## config.mk

```make
export PLATFORM = sky130hd
export DESIGN_NAME = somador_sinal_pipeline
export DESIGN_NICKNAME = d
export VERILOG_FILES = /design/src/rtl/somador_pkg.sv /design/src/rtl/somador_sinal_pipeline_estende_operando.sv /design/src/rtl/somador_sinal_pipeline.sv
export SDC_FILE = /design/constraint.sdc
export NUM_CORES = 1
export LEC_CHECK = 0
export ABC_AREA = 1
export ABC_CLOCK_PERIOD_IN_PS = 3000
export BUFFER_PORTS_ARGS = -buffer_cell sky130_fd_sc_hd__buf_2
export CAP_MARGIN = 25
export CORE_ASPECT_RATIO = 1.2
export CORE_MARGIN = 8
export CORE_UTILIZATION = 30
export CTS_CLUSTER_DIAMETER = 200
export CTS_CLUSTER_SIZE = 30
export DETAILED_ROUTE_END_ITERATION = 8
export GPL_ROUTABILITY_DRIVEN = 0
export SLEW_MARGIN = 15
export SYNTH_ARGS = -nofsm -noshare
export SYNTH_HDL_FRONTEND = slang
export SYNTH_SLANG_ARGS = --single-unit
```

## constraint.sdc

```tcl
create_clock -name clk -period 3 [get_ports clk]
set_input_delay 0.3 -clock clk [delete_from_list [all_inputs] [get_ports clk]]
set_output_delay 0.3 -clock clk [all_outputs]
set_load 0.02 [all_outputs]
```

## src/rtl/somador_pkg.sv

```systemverilog
// Shared constants and width/bound helpers for the pipelined signed/unsigned adder.
package somador_pkg;

   localparam int CODIGO_A_SINAL = 0;
   localparam int CODIGO_B_SINAL = 1;
   localparam int LIM_W          = 64;

   function automatic int calc_we(input int w_a, input int w_s);
      return ((w_a > w_s) ? w_a : w_s) + 2;
   endfunction

   function automatic logic signed [LIM_W-1:0] limite_sup(input int w, input logic sinal);
      if (sinal) begin
         limite_sup = (64'sd1 <<< (w - 1)) - 64'sd1;
      end else begin
         limite_sup = (64'sd1 <<< w) - 64'sd1;
      end
   endfunction

   function automatic logic signed [LIM_W-1:0] limite_inf(input int w, input logic sinal);
      if (sinal) begin
         limite_inf = -(64'sd1 <<< (w - 1));
      end else begin
         limite_inf = 64'sd0;
      end
   endfunction

endpackage

```

## src/rtl/somador_sinal_pipeline_estende_operando.sv

```systemverilog
// Sign- or zero-extends a W-bit operand to WE bits under a runtime signed flag.
module estende_operando #(
   parameter int W  = 8,
   parameter int WE = 10
) (
   input  logic [W-1:0]  valor_i,
   input  logic          sinal_i,
   output logic [WE-1:0] valor_o
);

   assign valor_o = sinal_i ? {{(WE-W){valor_i[W-1]}}, valor_i}
                            : {{(WE-W){1'b0}}, valor_i};

endmodule

```

## src/rtl/somador_sinal_pipeline.sv

```systemverilog
// Two-stage valid/ready adder with per-transaction signedness, accumulation and overflow.
// Optional clamp on overflow when SOMADOR_SATURACAO_EN is defined (wrap otherwise).
module somador_sinal_pipeline
   import somador_pkg::*;
#(
   parameter int W_A = 8,
   parameter int W_B = 4,
   parameter int W_S = 8
) (
   input  logic           clk,
   input  logic           rst_n,
   input  logic           in_valid,
   output logic           in_ready,
   input  logic [W_A-1:0] op_a,
   input  logic [W_B-1:0] op_b,
   input  logic [1:0]     codigo,
   input  logic           acumular,
   output logic           out_valid,
   input  logic           out_ready,
   output logic [W_S-1:0] saida,
   output logic           overflow
);

   localparam int WE = calc_we(W_A, W_S);
   // One guard bit above WE so operand + operand + accumulator never wraps before the bound check.
   localparam int SW = WE + 1;

   localparam logic signed [LIM_W-1:0] SUP_S = limite_sup(W_S, 1'b1);
   localparam logic signed [LIM_W-1:0] SUP_U = limite_sup(W_S, 1'b0);
   localparam logic signed [LIM_W-1:0] INF_S = limite_inf(W_S, 1'b1);
   localparam logic signed [LIM_W-1:0] INF_U = limite_inf(W_S, 1'b0);

   logic [WE-1:0]            ext_a_s, ext_b_s;
   logic                     s1_valid_q, s1_sinal_q, s1_acum_q;
   logic [WE-1:0]            s1_a_q, s1_b_q;
   logic                     s2_valid_q, overflow_q;
   logic [W_S-1:0]           saida_q, acc_q;
   logic                     s2_pode_s, in_hs_s;
   logic [SW-1:0]            acc_ext_s;
   logic signed [SW-1:0]     soma_s;
   logic signed [LIM_W-1:0]  soma_ext_s, lim_sup_s, lim_inf_s;
   logic                     acima_s, abaixo_s, overflow_d;
   logic [W_S-1:0]           saida_d;

   estende_operando #(.W(W_A), .WE(WE)) u_ext_a (
      .valor_i (op_a),
      .sinal_i (codigo[CODIGO_A_SINAL]),
      .valor_o (ext_a_s)
   );

   estende_operando #(.W(W_B), .WE(WE)) u_ext_b (
      .valor_i (op_b),
      .sinal_i (codigo[CODIGO_B_SINAL]),
      .valor_o (ext_b_s)
   );

   assign s2_pode_s = !s2_valid_q || out_ready;
   assign in_ready  = !s1_valid_q || s2_pode_s;
   assign in_hs_s   = in_valid && in_ready;

   // Stage-2 sum, bound check and (optionally) clamping.
   always_comb begin
      acc_ext_s  = s1_sinal_q ? {{(SW-W_S){acc_q[W_S-1]}}, acc_q} : {{(SW-W_S){1'b0}}, acc_q};
      soma_s     = {s1_a_q[WE-1], s1_a_q} + {s1_b_q[WE-1], s1_b_q}
                 + (s1_acum_q ? acc_ext_s : {SW{1'b0}});
      soma_ext_s = {{(LIM_W-SW){soma_s[SW-1]}}, soma_s};
      lim_sup_s  = s1_sinal_q ? SUP_S : SUP_U;
      lim_inf_s  = s1_sinal_q ? INF_S : INF_U;
      acima_s    = soma_ext_s > lim_sup_s;
      abaixo_s   = soma_ext_s < lim_inf_s;
      overflow_d = acima_s || abaixo_s;
`ifdef SOMADOR_SATURACAO_EN
      if (acima_s) begin
         saida_d = lim_sup_s[W_S-1:0];
      end else if (abaixo_s) begin
         saida_d = lim_inf_s[W_S-1:0];
      end else begin
         saida_d = soma_s[W_S-1:0];
      end
`else
      saida_d = soma_s[W_S-1:0];
`endif
   end

   // Pipeline registers: S1 operand capture and S2 result/accumulator.
   always_ff @(posedge clk or negedge rst_n) begin
      if (!rst_n) begin
         s1_valid_q <= 1'b0;
         s1_sinal_q <= 1'b0;
         s1_acum_q  <= 1'b0;
         s1_a_q     <= {WE{1'b0}};
         s1_b_q     <= {WE{1'b0}};
         s2_valid_q <= 1'b0;
         saida_q    <= {W_S{1'b0}};
         overflow_q <= 1'b0;
         acc_q      <= {W_S{1'b0}};
      end else begin
         if (in_ready) begin
            s1_valid_q <= in_valid;
         end
         if (in_hs_s) begin
            s1_a_q     <= ext_a_s;
            s1_b_q     <= ext_b_s;
            s1_sinal_q <= codigo[CODIGO_A_SINAL] | codigo[CODIGO_B_SINAL];
            s1_acum_q  <= acumular;
         end
         if (s2_pode_s) begin
            s2_valid_q <= s1_valid_q;
            if (s1_valid_q) begin
               saida_q    <= saida_d;
               overflow_q <= overflow_d;
               acc_q      <= saida_d;
            end
         end
      end
   end

   assign out_valid = s2_valid_q;
   assign saida     = saida_q;
   assign overflow  = overflow_q;

endmodule

```

==> results of run 1 <==
==> worst max-delay path by stage <==
stage / to / depth (start not counted)
floorplan: overflow / 26
global placement: overflow / 23
detailed placement: overflow / 25
CTS: overflow / 25
global route: overflow / 25
finish: overflow / 25
==> stage by stage <==
stage / total power, mW / area [sq um] / worst slack, ps / hold WS (ps) / cells
after floorplan: 1.35 / 1900 / -127 / 4.41 / 249
after global placement: 1.82 / 2290 / -160 / 345 / 379
after detailed placement: 1.83 / 2290 / -284 / 352 / 379
after CTS: 2.11 / 2370 / -227 / 40.7 / 383
after global routing: 2.35 / 2420 / -497 / 71.8 / 386
final: 2.13 / 2420 / -288 / 13.8 / 386
==> power by group through the flow <==
stage	logic [mW]	clock network [mW]	registers (mW)
after floorplan	0.743	0	0.605
after global placement	1.27	0	0.546
after detailed placement	1.29	0	0.543
after CTS	1.34	0.223	0.539
after global routing	1.57	0.230	0.552
final	1.37	0.216	0.538
==> metal layers <==
metal  part of all wire (%)  wire, um  GRT usage, %
met1                     43      1900          11.7
met2                     52      2270          19.6
met3                    2.4       106          1.59
met4                    2.0        87          4.56
met5                      0         0             0
==> synthesized netlist by cell type <==
cell,number
nand2_1,98
buf_2,3
o21ai_1,1
ha_1,14
a21oi_1,3
dfrtp_1,27
fa_1,10
inv_1,44
nand2_2,3
o21ai_0,11
a22oi_2,1
o2111ai_1,1
nand3_1,13
or2_1,1
a21oi_2,3
a31oi_1,1
nor2_1,10
nor3_1,1
clkbuf_1,2
nand3b_1,1
a31o_1,1
==> critical path, stage by stage (launching register included) <==
cell	delay, ps
dfrtp_2	470
nand2_2	70
inv_1	40
fa_1	480
ha_2	190
inv_2	40
fa_2	340
inv_2	80
nand3_4	70
nand2_2	70
a31o_1	150
nand2_1	60
nand2_2	80
inv_2	40
ha_4	250
inv_2	20
nor2_1	80
nand2_1	50
nor2_1	100
nand3_1	90
nor2_2	120
nand2_1	60
nand2_1	60
nand2_1	50
nand2_1	70
a21oi_2	50
==> cell type report <==
class / count / area, sq um / share of cell area [%]
clock buffer: 4 / 45.0 / 1.86
inverter: 44 / 165 / 6.82
multi-input combinational: 173 / 1080 / 44.8
sequential: 27 / 677 / 28.0
tap: 82 / 103 / 4.24
timing repair buffer: 56 / 348 / 14.4
==> state kept, by name (all words and copies together), names as in the netlist <==
signal,cells
s1_b_q,5
overflow,1
s1_valid_q,1
s1_acum_q,1
out_valid,1
s1_a_q,9
s1_sinal_q,1
saida,8
==> repair_timing <==
item / CTS / global route
hold buffers: 0 / 0
pin swaps: 1 / 3
resized for setup: 9 / 4
buffers inserted: 0 / 3
endpoints found under the setup margin: 1 / 1
==> kinds of logic after synthesis <==
group | Yosys count
simple gates | 127
fa+ha+maj | 24
compound gates | 22
flops | 27
buf+inv | 49
==> cell usage in the layout, fill, tap and decap left out <==
master     count
ha_4           3
nand2_1       96
nor2_2         1
fa_2           1
dfrtp_2        1
a21oi_1        3
nand2_2        5
nand3_1       12
o21ai_1        1
a21oi_2        3
ha_1          10
a31oi_1        1
or2_1          1
inv_2          4
clkbuf_1       1
a31o_1         1
o21ai_0       11
nor3_1         1
nand3b_1       1
buf_2         29
dfrtp_1       26
buf_4         27
nand3_4        1
ha_2           1
inv_1         40
nor2_1         9
a22oi_2        1
clkbuf_8       3
o2111ai_1      1
fa_1           9
==> impl_metrics.toml, run 1 <==
[sta]
setup_ws_ps = -288
finalSetupViolations = 1
timing.final.crit_share_pct = 110
finalSetupTns_ps = -288
clock_skew_ps = 2.32
hold_viol = 0
timing.fmax_mhz = 304
maxSlewViolCount = 0
maxSlewHeadroom_pct = 60.1
rsz0062_at_grt = "true"
tightest_slew_ps = 599
min_period_ps = 3290

[run_status]
violations = "setup timing"
status = "complete, but fails checks"

[cells_and_area]
post-route-util_pct = 40.0
filler_cell_count = 653
layout.nets = 348
drive_gt1_share_pct = 26.3
antenna_cells = 0
area_delta_synth_final_pct = 28.5

[power_and_ir_drop]
combPwrFrac_pct = 64.6
p_int_mw = 1.17
p_leak_nw = 1.39
power_frac_seq_pct = 25.3
switching_share_pct = 45.0
power_density_nw_per_um2 = 879
max-vdd-ir-drop_uv = 356
net-switching-power_uw = 957
pwr-share-clk_pct = 10.1

[yosys]
synthMuxAreaShare_pct = 0
synth.yosys.warnings = 0
yosys.cell_types.count = 21
synth_top_family_by_area = "simple AND/OR/NAND/NOR gates"
synthTopCellsByArea = "dfrtp_1, nand2_1, fa_1"
synth_top_area_cell = "dfrtp_1"
synthesis.area_sq_um = 1880
synth-adder-area-share_pct = 19.9
synth_simple_gate_area_share_pct = 27.0
synth_nets = 292
ys_seq_elements = 27
synth-compound-area-share_pct = 7.30
synth_cells = 249
synth.avg_cell_area_sq_um = 7.57
synthXorXnorAreaFrac_pct = 0
yosysTopAreaCellShare_pct = 35.9
yosysSeqAreaShare_pct = 35.9

[setup_path]
rrSetupSlack_ps = -290
worst_setup_path_end_kind = "flip-flop"
worstReg2RegEnd = "overflow"
path_class = "flip-flop to flip-flop"
crit_path_start_kind = "flip-flop"
cp-startpoint = "s1_acum_q"
path_max_fanout = 8
r2r_cells = 25
reg2reg_from = "s1_acum_q"
worst_ep_arrival_time_ps = 3460
cp.required_ps = 3180

[detailed_routing]
wirelength_mm = 4.36
vias = 1674
drt-initial-drc-count = 35
first_pass_iters = 6
ant_nets = 0
routed_via_density = 4.34
avgRoutedWirePerCell_um = 11.3
remaining_drc_errors = 0

[floorplanning]
start_util_pct = 31.1
rows = 31
dieArea_sq_um = 9080
die-width_um = 88.3
core-area_sq_um = 6050
die_h_um = 103
ios = 30

[grt]
grtUsageTotal_pct = 10.6
grt_max_degree = 28
antenna_found_initial = 0
grt_pass1_vias = 1759
overflow = 0
grt_pass1_wl_mm = 7.60

[clocking]
root_buffer = "clkbuf_8"
clkLatencyLatePin_ps = 280
cts_tree = "yes"
clk_pin_slew_ps = 90
clock-sinks = 27
htreeDepth = 1
cts_buffers = 3
clockBufferDepth = 2

[hold_path]
worst_hold_path_type = "primary input to asynchronous set/reset pin"

[place]
dp_hpwl_mm = 3.52
port_buffers = 29

[run]
cap_violations = 0
Power figures use the tool's default switching activity.
==> run 2: changes to the inputs <==
==> constraint.sdc (replaced) <==
create_clock -name clk -period 3 [get_ports clk]
set_input_delay 0.6 -clock clk [delete_from_list [all_inputs] [get_ports clk]]
set_output_delay 0.6 -clock clk [all_outputs]
set_load 0.02 [all_outputs]
==> run 2 against run 1 <==
Compared with the run above: the run still ends with setup timing left; sequential power is essentially flat; global-route usage grew 0.19 points; non-clock buffer count decreased by 1; largest cell class unchanged.
==> impl_metrics.toml, run 2 (same netlist as run 1, synthesis figures left out) <==
[floorplanning]
rows = 31
core-area_sq_um = 6050
start_util_pct = 31.1
dieArea_sq_um = 9080
die-width_um = 88.3
die_h_um = 103
ios = 30

[run]
cap_violations = 0

[grt]
grt_max_degree = 28
overflow = 0
grt_pass1_wl_mm = 7.76
antenna_found_initial = 0
grt_pass1_vias = 1767
grtUsageTotal_pct = 10.8

[cells_and_area]
area_delta_synth_final_pct = 27.7
seq_area_sq_um = 677
antenna_cells = 0
drive_gt1_share_pct = 26.4
final_common_cell = "nand2_1"
multi_input_area_sq_um = 1080
largest_register = "s1_a_q"
layout.nets = 347
final_cell_mix = "nand2_1, inv_1, buf_2"
largest_register_ffs = 9
filler_cell_count = 663

[clocking]
clockBufferDepth = 2
clk_pin_slew_ps = 100
cts_buffers = 3
clkLatencyLatePin_ps = 280
cts_tree = "yes"
clock-sinks = 27
ctsHoldBuffers = 0
htreeDepth = 1
root_buffer = "clkbuf_8"

[power_and_ir_drop]
p_leak_nw = 1.38
max-vdd-ir-drop_uv = 351
power_density_nw_per_um2 = 883
finalPower_mw = 2.12

[sta]
setup_ws_ps = -206
whs_ps = 312
finalSetupViolations = 1
timing.fmax_mhz = 312
clock_skew_ps = 5.22
hold_viol = 0
min_period_ps = 3210
timing.final.crit_share_pct = 107
maxSlewViolCount = 0
finalSetupTns_ps = -206
rsz0062_at_grt = "true"
tightest_slew_ps = 598
maxSlewHeadroom_pct = 60.2

[run_status]
status = "complete, but fails checks"
violations = "setup timing"

[place]
port_buffers = 29
dp_hpwl_mm = 3.63

[detailed_routing]
drt-initial-drc-count = 32
remaining_drc_errors = 0
routed_via_density = 4.38
first_pass_iters = 4
avgRoutedWirePerCell_um = 11.5
wirelength_mm = 4.42
vias = 1685
ant_nets = 0

[setup_path]
r2r_cells = 25
worst_ep_arrival_time_ps = 3380
path_max_fanout = 7
crit_path_start_kind = "flip-flop"
rrSetupSlack_ps = -210
cp.required_ps = 3170
path_class = "flip-flop to flip-flop"
reg2reg_from = "s1_acum_q"
worstReg2RegEnd = "overflow"
worst_setup_path_end_kind = "flip-flop"

[hold_path]
worst_hold_path_type = "primary input to asynchronous set/reset pin"
==> run 2: cell types whose count changed in the layout (fill, tap and decap cells not counted) <==
| cell | change |
|---|---|
| buf_4 | -1 |
| nand3_2 | +1 |
| inv_1 | -1 |
| inv_2 | +1 |
| nand3_4 | -1 |
==> run 2: where the power goes <==
| part | switching [mW] | internal (mW) |
|---|---|---|
| sequential | 0.0789 | 0.459 |
| combinational | 0.756 | 0.616 |
| clock | 0.119 | 0.0955 |
| total | 0.954 | 1.17 |
==> run 2: per-stage QoR <==
step,worst slack [ps],cells,utilization (%),area (sq um)
global route,-438,385,39.8,2410
detailed placement,-276,380,38.0,2300
floorplan,-127,249,-,1900
finish,-206,385,39.8,2410
global placement,-167,380,38.0,2300
CTS,-203,385,39.5,2390
==> run 2: per-layer routing <==
metal / vias up / track usage [%] / part of all wire [%]
met1: 785 / 12.0 / 42
met2: 22 / 20.2 / 54
met5: - / 0 / 0
met3: 5 / 1.52 / 2.2
li1: 873 / - / -
met4: 0 / 3.78 / 1.3
==> run 2: how the worst max path moves through the flow <==
stage / start / to / slack (ps) / depth (start not counted)
floorplan: s1_acum_q / overflow / -130 / 26
global placement: s1_acum_q / overflow / -170 / 23
detailed placement: s1_acum_q / overflow / -280 / 25
CTS: s1_acum_q / overflow / -200 / 25
global route: s1_acum_q / overflow / -440 / 25
finish: s1_acum_q / overflow / -210 / 25
==> run 2: final cells by class <==
cell class	instances	area share [%]
multi-input combinational	173	44.7
sequential	27	28.1
timing repair buffer	55	14.1
inverter	44	6.86
tap	82	4.26
clock buffer	4	1.87
==> run 2: timing repair <==
item,4_1_cts,5_1_grt
buffers inserted,1,0
setup endpoints to repair,1,1
gates resized for setup,9,4
==> run 2: worst max-delay path, cell delays in order (launching register included) <==
cell     delay, ps
dfrtp_2        460
nand2_2         70
inv_2           30
fa_1           480
ha_2           180
inv_2           40
fa_2           350
inv_2           70
nand3_2         80
nand2_2         90
a31o_1         160
nand2_1         60
nand2_2         80
inv_2           40
ha_4           250
inv_2           30
nor2_2          60
nand2_1         50
nor2_1          90
nand3_1         80
nor2_1          90
nand2_1         60
nand2_1         50
nand2_1         40
nand2_1         60
a21oi_2         50
